`src/rtl/ram_rd_streamer_pkg.sv`:
```
// Shared defaults and FSM encoding for the RAM read streamer.
// Imported by the streamer top and its output FIFO.
package ram_rd_streamer_pkg;

  localparam int DW_DEF    = 64;
  localparam int AW_DEF    = 11;
  localparam int DEPTH_DEF = 1440;

  typedef enum logic [1:0] {
    IDLE  = 2'd0,
    READ  = 2'd1,
    DRAIN = 2'd2
  } state_t;

endpackage

```
`src/rtl/ram_rd_streamer_fifo.sv`:
```
// Two-entry synchronous FIFO carrying {last, data} for the streamer.
// Head is shown combinationally; push and pop may share a cycle.
module sync_fifo_2 #(
  parameter int W = 65
) (
  input  logic         clk_i,
  input  logic         rst_i,
  input  logic         push_i,
  input  logic [W-1:0] wdata_i,
  input  logic         pop_i,
  output logic [W-1:0] rdata_o,
  output logic         empty_o,
  output logic [1:0]   count_o
);

  logic [W-1:0] mem0;
  logic [W-1:0] mem1;
  logic         wp;
  logic         rp;
  logic [1:0]   cnt;
  logic         do_push;
  logic         do_pop;

  assign do_pop  = pop_i && (cnt != 2'd0);
  assign do_push = push_i && ((cnt != 2'd2) || do_pop);

  always_ff @(posedge clk_i or posedge rst_i) begin
    if (rst_i) begin
      mem0 <= '0;
      mem1 <= '0;
      wp   <= 1'b0;
      rp   <= 1'b0;
      cnt  <= 2'd0;
    end else begin
      if (do_push) begin
        if (wp) mem1 <= wdata_i;
        else    mem0 <= wdata_i;
        wp <= ~wp;
      end
      if (do_pop) rp <= ~rp;
      cnt <= cnt + {1'b0, do_push}
                 - {1'b0, do_pop};
    end
  end

  assign rdata_o = rp ? mem1 : mem0;
  assign empty_o = (cnt == 2'd0);
  assign count_o = cnt;

endmodule

```
`src/rtl/ram_rd_streamer.sv`:
```
// Streams a run of words out of a dual-port RAM read port.
// Reads are credit-limited so the 2-entry output FIFO never overflows.
module ram_rd_streamer
  import ram_rd_streamer_pkg::*;
#(
  parameter int DW    = DW_DEF,
  parameter int AW    = AW_DEF,
  parameter int DEPTH = DEPTH_DEF
) (
  input  logic          clk_i,
  input  logic          rst_i,
  input  logic          cmd_valid_i,
  output logic          cmd_ready_o,
  input  logic [AW-1:0] cmd_addr_i,
  input  logic [AW-1:0] cmd_len_i,
  output logic          ram_rd_en_o,
  output logic [AW-1:0] ram_rd_addr_o,
  input  logic [DW-1:0] ram_rd_data_i,
  output logic          out_valid_o,
  input  logic          out_ready_i,
  output logic [DW-1:0] out_data_o,
  output logic          out_last_o,
  output logic          busy_o,
  output logic          done_o,
  output logic          err_o
);

  state_t        state;
  logic [AW-1:0] addr_q;
  logic [AW-1:0] rem_q;
  logic          inflight_q;
  logic          inflight_last_q;
  logic          busy_q;
  logic          done_q;
  logic          err_q;
  logic [1:0]    fifo_cnt;
  logic          fifo_empty;
  logic [DW:0]   fifo_rdata;
  logic          pop;
  logic          issue;
  logic          accept;
  logic          bad_cmd;
  logic [2:0]    credit;
  logic [1:0]    cnt_next;

  // Ready is held off during the done pulse so a
  // follow-on command lands no earlier than the next cycle.
  assign cmd_ready_o = (state == IDLE)
                    && !done_q && !rst_i;
  assign accept  = cmd_valid_i && cmd_ready_o;
  assign bad_cmd = (32'(cmd_addr_i) >= DEPTH)
                || (32'(cmd_len_i) > DEPTH);

  assign out_valid_o = !fifo_empty;
  assign pop         = out_valid_o && out_ready_i;

  assign credit = {1'b0, fifo_cnt}
                + {2'b0, inflight_q}
                - {2'b0, pop};
  assign cnt_next = fifo_cnt
                  + {1'b0, inflight_q}
                  - {1'b0, pop};

  assign issue = (state == READ)
              && (rem_q != '0)
              && (credit <= 3'd1);

  assign ram_rd_en_o   = issue;
  assign ram_rd_addr_o = addr_q;
  assign busy_o        = busy_q;
  assign done_o        = done_q;
  assign err_o         = err_q;

  always_ff @(posedge clk_i or posedge rst_i) begin
    if (rst_i) begin
      state           <= IDLE;
      addr_q          <= '0;
      rem_q           <= '0;
      inflight_q      <= 1'b0;
      inflight_last_q <= 1'b0;
      busy_q          <= 1'b0;
      done_q          <= 1'b0;
      err_q           <= 1'b0;
    end else begin
      done_q     <= 1'b0;
      err_q      <= 1'b0;
      inflight_q <= issue;
      if (issue) begin
        inflight_last_q <= (rem_q == AW'(1));
        rem_q  <= rem_q - 1'b1;
        addr_q <= (addr_q == AW'(DEPTH - 1))
                ? '0 : addr_q + 1'b1;
      end
      unique case (state)
        IDLE: begin
          if (accept) begin
            if (bad_cmd) begin
              err_q <= 1'b1;
            end else if (cmd_len_i == '0) begin
              done_q <= 1'b1;
            end else begin
              state  <= READ;
              addr_q <= cmd_addr_i;
              rem_q  <= cmd_len_i;
              busy_q <= 1'b1;
            end
          end
        end
        READ: begin
          if (issue && (rem_q == AW'(1)))
            state <= DRAIN;
        end
        DRAIN: begin
          // Finish on the edge that empties the FIFO.
          if (cnt_next == 2'd0) begin
            state  <= IDLE;
            done_q <= 1'b1;
            busy_q <= 1'b0;
          end
        end
        default: state <= IDLE;
      endcase
    end
  end

  sync_fifo_2 #(
    .W(DW + 1)
  ) u_fifo (
    .clk_i   (clk_i),
    .rst_i   (rst_i),
    .push_i  (inflight_q),
    .wdata_i ({inflight_last_q, ram_rd_data_i}),
    .pop_i   (pop),
    .rdata_o (fifo_rdata),
    .empty_o (fifo_empty),
    .count_o (fifo_cnt)
  );

  assign out_data_o = fifo_rdata[DW-1:0];
  assign out_last_o = fifo_rdata[DW];

endmodule

```
`config.mk`:
```
export PLATFORM = sky130hd
export DESIGN_NAME = ram_rd_streamer
export DESIGN_NICKNAME = d
export VERILOG_FILES = /design/src/rtl/ram_rd_streamer_pkg.sv /design/src/rtl/ram_rd_streamer_fifo.sv /design/src/rtl/ram_rd_streamer.sv
export SDC_FILE = /design/constraint.sdc
export NUM_CORES = 1
export LEC_CHECK = 0
export CELL_PAD_IN_SITES_DETAIL_PLACEMENT = 0
export CELL_PAD_IN_SITES_GLOBAL_PLACEMENT = 1
export CORE_AREA = 2 2 144 132
export CTS_CLUSTER_DIAMETER = 30
export DETAILED_ROUTE_END_ITERATION = 6
export DIE_AREA = 0 0 146 134
export GPL_ROUTABILITY_DRIVEN = 0
export PLACE_DENSITY = 0.93
export SLEW_MARGIN = 10
export SYNTH_ARGS = -nofsm -noshare
export SYNTH_HDL_FRONTEND = slang
export SYNTH_HIERARCHICAL = 1
export SYNTH_SLANG_ARGS = --single-unit
```
`constraint.sdc`:
```
create_clock -name clk_i -period 9.33 [get_ports clk_i]
set_input_delay 1.866 -clock clk_i [delete_from_list [all_inputs] [get_ports clk_i]]
set_output_delay 1.866 -clock clk_i [all_outputs]
set_load 0.02 [all_outputs]
```
**Yosys cells after proc, flatten, opt, wreduce, memory -nomap -nowiden**

Index checks and enable logic that the tools add are counted.

- Input port bits: 90
- Output and inout bits: 82
- Register bits: 163
- Logic and storage cells: 92

- Magnitude comparators: 3
- Eq/ne operators: 10
- Add/sub/neg operators: 8
- Bitwise operators: 2
- Reductions and logical operators: 25
- Muxes and demuxes: 31

Operators with widths:

| cell | number |
|---|---|
| 2-to-1 mux 11 bit | 11 |
| 2-to-1 mux 65 bit | 1 |
| adder 11 x 1 -> 11 bit, second input constant | 1 |
| == test 11 x 1 -> 1 bit, second input constant | 1 |
| == test 11 bit, second input constant | 1 |
| greater-or-equal comparator 11 bit, second input constant | 1 |
| greater-than comparator 11 bit, second input constant | 1 |
| logical NOT 11 bit | 1 |
| 2-to-1 mux 1 bit | 11 |
| nonzero test 11 bit | 1 |
| subtractor 11 x 1 -> 11 bit, second input constant | 1 |
| 2-to-1 mux 2 bit | 5 |
| != test 2 bit, second input constant | 5 |
| AND reduction 5 bit | 2 |
| logical AND 1 bit | 9 |
| logical NOT 2 bit | 3 |
| one-hot mux 2 bit (3 select lines) | 1 |
| adder 2 x 1 -> 2 bit | 2 |
| one-hot mux 1 bit (2 select lines) | 2 |
| AND reduction 2 bit | 2 |
| nonzero test 2 bit | 2 |
| subtractor 2 x 1 -> 2 bit | 2 |
| adder 2 x 1 -> 3 bit | 1 |
| less-or-equal comparator 3 x 1 -> 1 bit, second input constant | 1 |
| other kinds (7) | 11 |

**Depth between registers and ports, before layout**

Gate-level depths: netlist (run 1).

- Word-level depth: 11
- Depth in mapped cells: 13
- Mapped depth without buffers: 13

**By module**

Netlist (run 1), hierarchy kept.

By module, submodules not included:

| module | area each (um^2) | cells each | seq. area each (um^2) | instances |
|---|---|---|---|---|
| sync_fifo_2 | 6237.2 | 370 | 3353.2 | 1 |
| ram_rd_streamer | 1806.7 | 197 | 725.7 | 1 |

**Least setup slack after synthesis (run 1)**

OpenSTA, ideal clock, no wires.

- Kind: in2out
- From: input out_ready_i
- To: output ram_rd_en_o
- Setup slack: 3.651 ns
- Data arrival time: 3.813 ns
- Data required time: 7.464 ns
- Cell stages on the path: 10
- Cell sequence: nor2b_1 -> ha_1 -> inv_1 -> ha_1 -> inv_1 -> fa_1 -> nand3b_1 -> nor2_4 -> nand2_2 -> inv_2

- Cells in the longest elaborated chain, start to end: 4

Ends and longest elaborated chain:

| what | RTL line | source |
|---|---|---|
| from (decl) | ram_rd_streamer.sv:20 | `input logic out_ready_i,` |
| logical AND 1 bit | ram_rd_streamer.sv:55 | `assign pop = out_valid_o && out_ready_i;` |
| subtractor 3 x 1 -> 3 bit | ram_rd_streamer.sv:59 | `- {2'b0, pop};` |
| less-or-equal comparator 3 x 1 -> 1 bit | ram_rd_streamer.sv:66 | `&& (credit <= 3'd1);` |
| logical AND 1 bit | ram_rd_streamer.sv:66 |  |
| to (decl) | ram_rd_streamer.sv:16 | `output logic ram_rd_en_o,` |

No other way between the ends.

**Worst setup path in the final report (run 1)**

- From: input out_ready_i
- To: output ram_rd_en_o

- Cells in the longest elaborated chain, start to end: 4

Ends and longest elaborated chain:

| what | RTL line | source |
|---|---|---|
| logical AND 1 bit | ram_rd_streamer.sv:55 |  |
| named net pop | ram_rd_streamer.sv:39 | `logic pop;` |
| subtractor 3 x 1 -> 3 bit | ram_rd_streamer.sv:59 |  |
| less-or-equal comparator 3 x 1 -> 1 bit | ram_rd_streamer.sv:66 |  |
| logical AND 1 bit | ram_rd_streamer.sv:66 |  |

The timed path passes the listed nets, and every way through them passes these cells.

==> results.json, run 1 <==
{
  "status": "completed",
  "drt_iter0_drc": 254,
  "tns_ns": 0,
  "cp-endpoint": "ram_rd_en_o",
  "synth_area_leaders": "dfrtp_1 (51%), mux2_4 (19%), mux2_2 (13%)",
  "max_stage_delay_ns": 0.62,
  "overflow": 0,
  "worstRegToRegCells": 12,
  "yosys.area.top_type": "dfrtp_1",
  "synth_top_area_share_pct": 50.7,
  "swShare_pct": 36.0,
  "max_slew_margin_pct": 30.1,
  "hp-start": "busy_o",
  "setup_viol": 0,
  "synth_nets": 664,
  "grt_first_pass_wirelength_um": 30200,
  "grt_pass1_vias": 5609,
  "grt_usage_pct": 19.5,
  "met3_length_um": 921,
  "fillerInstances": 1441,
  "drv_slew": 0,
  "synthFlopType": "dfrtp_1",
  "core_area_mm2": 0.0181,
  "synth_edf_count": 0,
  "top_layer": "met4",
  "row_count": 47,
  "area_delta_synth_final_pct": 30.1,
  "clock-sinks": 163,
  "cp.arrival_ns": 5.34,
  "fmaxAchievable_mhz": 139,
  "cp_max_fo": 18,
  "worst_ir_drop_vdd_mv": 0.195,
  "worstMarginPinSlew_ns": 1.04,
  "power.share.sequential_pct": 31.7,
  "rsz0062_at_grt": "no",
  "wl_met1_um": 8230,
  "cts_hold_buf": 0,
  "crit_start": "out_ready_i",
  "finalCriticalPeriod_ns": 7.21,
  "post_cts_buffers": 0,
  "fin_crit_sh_pct": 77.3,
  "firstDrtPassIters": 4,
  "yosys-top-cells-count": "dfrtp_1 (163), mux2_4 (100), mux2_2 (95)",
  "p_int_w": 0.00267,
  "synth.distinct_cells": 49,
  "grt_max_degree": 71,
  "io_buffer_count": 171,
  "final_nets": 830,
  "drc": 0,
  "power_frac_comb_pct": 51.5,
  "rrSetupSlack_ns": 5.82,
  "cts_root_buf": "clkbuf_16",
  "vias": 5113,
  "yosysSeqAreaShare_pct": 50.7,
  "wl_met2_um": 9160,
  "cp-start-kind": "input port",
  "netlist_area_mm2": 0.00804,
  "viasPerCell": 5.16,
  "r2r-start": "u_fifo/count_o[1]",
  "diodes": 0,
  "cts_tree": "built",
  "hold_ws_ns": 0.481,
  "drive_gt1_share_pct": 32.6,
  "initial_core_util_pct": 44.4,
  "syn_area_per_cell_um2": 14.2,
  "p_leak_nw": 4.38,
  "cts_max_path_buffers": 2,
  "cts_max_level": 4,
  "synth_cells": 567,
  "critPathKind": "in2out",
  "hold_viol_final": 0,
  "reg2reg_to": "ram_rd_addr_o[8]",
  "cts_resized": 0,
  "fin_skew_ns": 0.00942,
  "cp-end-kind": "output pin",
  "cp_slowest_cell": "clkdlybuf4s50_1",
  "yosysMostFrequentCell": "dfrtp_1",
  "required_ns": 7.46,
  "maxCapViolations": 0,
  "antenna_found_initial": 0,
  "path_cells": "clkdlybuf4s50_1, nor2b_1, ha_1, inv_1, ha_1, inv_1, fa_1, nand3b_1, nor2_4, nand2_2, inv_2, clkdlybuf4s50_1",
  "wl_per_cell_um": 18.6,
  "dpl.hpwl_um": 12600,
  "drt-total-wl_um": 18500,
  "synth_warnings": 6,
  "die_h_um": 134,
  "die_width_um": 146,
  "design.die.area_mm2": 0.0196,
  "clk_pin_slew_ns": 0.06,
  "clockPowerShare_pct": 16.7,
  "antenna_left": 0,
  "ios": 172,
  "worstHoldPathType": "reg2reg",
  "cts_buffers": 17,
  "p_switching_w": 0.00150,
  "clk_latency_ns": 0.42,
  "synth-seq-cells": 163,
  "powerDensity_mw_per_mm2": 399,
  "async_reset_ff_share_pct": 100
}
## state kept, by name, indices dropped and copies added (netlist names)
register         flops
u_fifo/rp            1
err_o                1
busy_o               1
done_o               1
ram_rd_addr_o       11
inflight_q           1
u_fifo/mem0         65
state                2
inflight_last_q      1
u_fifo/count_o       2
u_fifo/mem1         65
u_fifo/wp            1
rem_q               11
## cells by family after synthesis
kind of cell    share of synthesized area, %
simple gates                            7.29
compound gates                          2.85
buf+inv                                 3.59
flops                                   50.7
mux                                     32.1
fa+ha+maj                               1.18
xor+xnor                                2.29
## per-layer routing
metal | global-route usage, % | vias up
li1 | - | 2360
met1 | 25.8 | 2588
met2 | 33.0 | 153
met3 | 4.22 | 12
met4 | 4.64 | 0
met5 | 0 | -
## critical path: cells and delay by family
family        cells  cell delay, ns
simple gates      4            1.10
buf+inv           5            1.37
fa+ha+maj         3            0.99
## power by group through the flow
stage | combinational [W] | clock, W | sequential (W)
after detailed placement | 0.00215 | 0 | 0.00133
final | 0.00215 | 0.000698 | 0.00132
after floorplan | 0.00147 | 0 | 0.00126
after global routing | 0.00228 | 0.000750 | 0.00137
after CTS | 0.00217 | 0.000718 | 0.00132
after global placement | 0.00211 | 0 | 0.00129
## layout by cell type, fill, tap and decap left out, types with 3 or more instances in the layout
master | Yosys | final
xnor2_1 | 5 | 5
nand4_1 | 9 | 9
mux2_4 | 100 | 100
nor2_4 | 1 | 3
nand2_1 | 29 | 29
nor2_1 | 9 | 9
o31ai_1 | 7 | 7
clkdlybuf4s50_1 | 0 | 171
dfrtp_1 | 163 | 162
nor2b_1 | 4 | 4
nor4_1 | 5 | 5
inv_6 | 0 | 7
ha_1 | 6 | 6
inv_1 | 13 | 11
nand3_1 | 13 | 13
xor2_1 | 16 | 16
nand3b_1 | 3 | 3
clkbuf_16 | 0 | 17
nor3_1 | 5 | 5
and3_1 | 3 | 3
buf_4 | 2 | 4
inv_8 | 0 | 4
a21oi_1 | 6 | 6
o21ai_0 | 16 | 16
mux2_2 | 95 | 95
## worst min path at each step
stage	end	slack, ns	depth (start not counted)
6_report	busy_o	0.48	2
5_1_grt	busy_o	0.50	2
4_1_cts	busy_o	0.49	2
3_5_place_dp	busy_o	0.47	2
3_3_place_gp	busy_o	0.47	2
2_1_floorplan	inflight_last_q	0.46	2
## layout make-up
class | instances | area, um^2 | share of cell area [%]
well taps | 245 | 307 | 2.93
clock buffers | 18 | 439 | 4.20
inverters | 14 | 55.1 | 0.526
flip-flops and latches | 163 | 4080 | 39.0
clock inverters | 14 | 153 | 1.46
repair buffers | 175 | 1740 | 16.6
multi-input cells | 362 | 3690 | 35.2
## through the flow
| stage | std cells | util [%] | setup WS [ns] | instance area, um^2 | power, W |
|---|---|---|---|---|---|
| 3_5_place_dp | 959 | 54.5 | 2.16 | 9870 | 0.00348 |
| 4_1_cts | 991 | 57.8 | 2.13 | 10500 | 0.00421 |
| 5_1_grt | 991 | 57.8 | 1.89 | 10500 | 0.00440 |
| 3_3_place_gp | 959 | 54.5 | 2.26 | 9870 | 0.00340 |
| 2_1_floorplan | 567 | - | 3.65 | 8040 | 0.00273 |
| 6_report | 991 | 57.8 | 2.12 | 10500 | 0.00417 |
Power figures use the tool's default switching activity.
==> run 2, diff against run 1 <==
--- a/config.mk
+++ b/config.mk
@@ -7,12 +7,12 @@
 export LEC_CHECK = 0
 export CELL_PAD_IN_SITES_DETAIL_PLACEMENT = 0
 export CELL_PAD_IN_SITES_GLOBAL_PLACEMENT = 1
-export CORE_AREA = 2 2 144 132
+export CORE_AREA = 2 2 149 137
 export CTS_CLUSTER_DIAMETER = 30
 export DETAILED_ROUTE_END_ITERATION = 6
-export DIE_AREA = 0 0 146 134
+export DIE_AREA = 0 0 151 139
 export GPL_ROUTABILITY_DRIVEN = 0
-export PLACE_DENSITY = 0.93
+export PLACE_DENSITY = 0.88
 export SLEW_MARGIN = 10
 export SYNTH_ARGS = -nofsm -noshare
 export SYNTH_HDL_FRONTEND = slang
==> constraint.sdc (replaced) <==
create_clock -name clk_i -period 7.35 [get_ports clk_i]
set_input_delay 1.47 -clock clk_i [delete_from_list [all_inputs] [get_ports clk_i]]
set_output_delay 1.47 -clock clk_i [all_outputs]
set_load 0.02 [all_outputs]
==> run 2 against run 1 <==
Final cell count grew 1.1%. First-iteration DRC count fell by 22%. Worst setup slack worse by 1.3 ns. Via count rose by 0.35%. Design area increased by 0.41%. Clock skew is 0.00059 ns lower. Register-to-register slack worse by 2.0 ns. Combinational power is 27% higher. Sequential share of layout area decreased by 0.16 points. Critical path depth did not move. Critical endpoint unchanged.
==> results.json, run 2 (same netlist as run 1, synthesis figures left out) <==
{
  "cts_tree": "built",
  "design.die.area_mm2": 0.0210,
  "final_common_cell": "clkdlybuf4s50_1",
  "row_count": 49,
  "grt_max_degree": 82,
  "area_delta_synth_final_pct": 30.6,
  "dpl.hpwl_um": 12800,
  "worstHoldPathType": "reg2reg",
  "firstDrtPassIters": 4,
  "cp_max_fo": 18,
  "setup_viol": 0,
  "p_leak_nw": 4.40,
  "cp_slowest_cell": "clkdlybuf4s50_1",
  "max_slew_margin_pct": 29.2,
  "max_stage_delay_ns": 0.62,
  "drc": 0,
  "diodes": 0,
  "fmaxAchievable_mhz": 154,
  "setup_ws_ns": 0.851,
  "drive_gt1_share_pct": 32.5,
  "io_buffer_count": 171,
  "fin_skew_ns": 0.00883,
  "grt_usage_pct": 18.2,
  "cts_buffers": 17,
  "maxCapViolations": 0,
  "p_total_w": 0.00533,
  "finalCriticalPeriod_ns": 6.50,
  "status": "completed",
  "cts_hold_buf": 0,
  "drt-total-wl_um": 18700,
  "critPathKind": "in2out",
  "hold_path_end": "u_fifo/mem0[55]",
  "dp.cells": 970,
  "powerDensity_mw_per_mm2": 507,
  "stdcell_count": 1002,
  "initial_core_util_pct": 41.3,
  "overflow": 0,
  "drt_iter0_drc": 197,
  "drv_slew": 0,
  "final_nets": 831,
  "worstMarginPinSlew_ns": 1.06,
  "die_width_um": 151,
  "cp.arrival_ns": 5.03,
  "pre_cts_slack_ns": 0.878,
  "clock-sinks": 163,
  "wl_per_cell_um": 18.6,
  "cp-end-kind": "output pin",
  "clk_latency_ns": 0.42,
  "cts_resized": 0,
  "layout_common_cells": "clkdlybuf4s50_1 (171), dfrtp_1 (162), mux2_4 (100), mux2_2 (95), nand2_1 (29)",
  "post_cts_buffers": 0,
  "hold_viol_final": 0,
  "tns_ns": 0,
  "viasPerCell": 5.12,
  "place_area_mm2": 0.00989,
  "cts_max_level": 4,
  "ios": 172,
  "core_area_mm2": 0.0195,
  "worstRegToRegCells": 12,
  "grt_pass1_vias": 5620,
  "cts_root_buf": "clkbuf_16",
  "die_h_um": 139,
  "path_cells": "clkdlybuf4s50_1, nor2b_1, ha_1, inv_1, ha_1, inv_1, fa_1, nand3b_1, nor2_4, nand2_2, inv_2, clkdlybuf4s50_1",
  "stdcell_area_mm2": 0.0105,
  "required_ns": 5.88,
  "min_delay_path_depth": 1,
  "fin_crit_sh_pct": 88.4,
  "critPathTopFamily": "buffers and inverters",
  "rrSetupSlack_ns": 3.78,
  "vias": 5131,
  "antenna_left": 0,
  "antenna_found_initial": 0,
  "rsz0062_at_grt": "no",
  "worst_ir_drop_vdd_mv": 0.225,
  "clk_pin_slew_ns": 0.06,
  "reg2reg_to": "ram_rd_addr_o[0]",
  "cp-start-kind": "input port",
  "grt_first_pass_wirelength_um": 30100,
  "cts_max_path_buffers": 2,
  "cp_num_buf_inv": 5,
  "r2r-start": "u_fifo/count_o[0]",
  "top_regs": "u_fifo/mem0 x65, u_fifo/mem1 x65",
  "hp-start": "u_fifo/mem0[55]"
}
==> run 2: cell count changes in the layout (fill, tap and decap cells not counted), sizes merged <==
cell	previous run	this run
clkinv	2	4
clkinvlp	1	0
buf	4	5
inv	24	21
bufinv	1	3
==> run 2: worst max path at each step <==
stage,startpoint,end,slack (ns),depth (start not counted)
floorplan,rst_i,u_fifo/count_o[0],2.30,1
global placement,out_ready_i,ram_rd_en_o,1.04,12
detailed placement,out_ready_i,ram_rd_en_o,0.88,12
CTS,out_ready_i,ram_rd_en_o,0.88,12
global route,out_ready_i,ram_rd_en_o,0.62,12
finish,out_ready_i,ram_rd_en_o,0.85,12
==> run 2: layout make-up <==
class,instances,area [um^2]
fillers,1608,8990
flip-flops and latches,163,4080
multi-input cells,362,3690
repair buffers,176,1750
clock buffers,18,429
well taps,255,319
clock inverters,14,185
inverters,14,55.1
==> run 2: worst register-to-register path: cells and delay by family (launching register included) <==
family	cells	cell delay (ns)
buffers and inverters	2	0.11
flip-flops	1	0.48
AND/OR/NAND/NOR	6	1.69
adder cells (fa/ha/maj)	3	0.99
AO/OA/AOI/OAI	1	0.14
==> run 2: where the power goes <==
| part | switching, W | leakage [nW] | total (W) | internal [W] |
|---|---|---|---|---|
| clock | 0.000382 | 0.303 | 0.000927 | 0.000546 |
| sequential | 0.000336 | 1.92 | 0.00168 | 0.00135 |
| combinational | 0.00117 | 2.18 | 0.00272 | 0.00155 |
| total | 0.00189 | 4.40 | 0.00533 | 0.00344 |
==> run 2: routing by layer <==
metal / vias to the layer above / part of all wire (%) / GRT usage (%)
met5: - / 0 / 0
met4: 0 / 0.93 / 4.23
met3: 13 / 6.3 / 5.10
met2: 171 / 48 / 30.6
met1: 2583 / 45 / 23.3
li1: 2364 / - / -
==> run 2: stage by stage <==
step           hold WS [ns]  utilization, %
2_1_floorplan         0.462               -
3_3_place_gp          0.483            50.7
3_5_place_dp          0.489            50.7
4_1_cts               0.506            53.9
5_1_grt               0.517            53.9
6_report              0.504            53.9
==> run 3, diff against run 2 <==
--- a/config.mk
+++ b/config.mk
@@ -9,6 +9,7 @@
 export CELL_PAD_IN_SITES_GLOBAL_PLACEMENT = 1
 export CORE_AREA = 2 2 149 137
 export CTS_CLUSTER_DIAMETER = 30
+export CTS_CLUSTER_SIZE = 20
 export DETAILED_ROUTE_END_ITERATION = 6
 export DIE_AREA = 0 0 151 139
 export GPL_ROUTABILITY_DRIVEN = 0
==> results of run 3 <==
No change in the layout: final DEF, timing and power equal those of run 2.
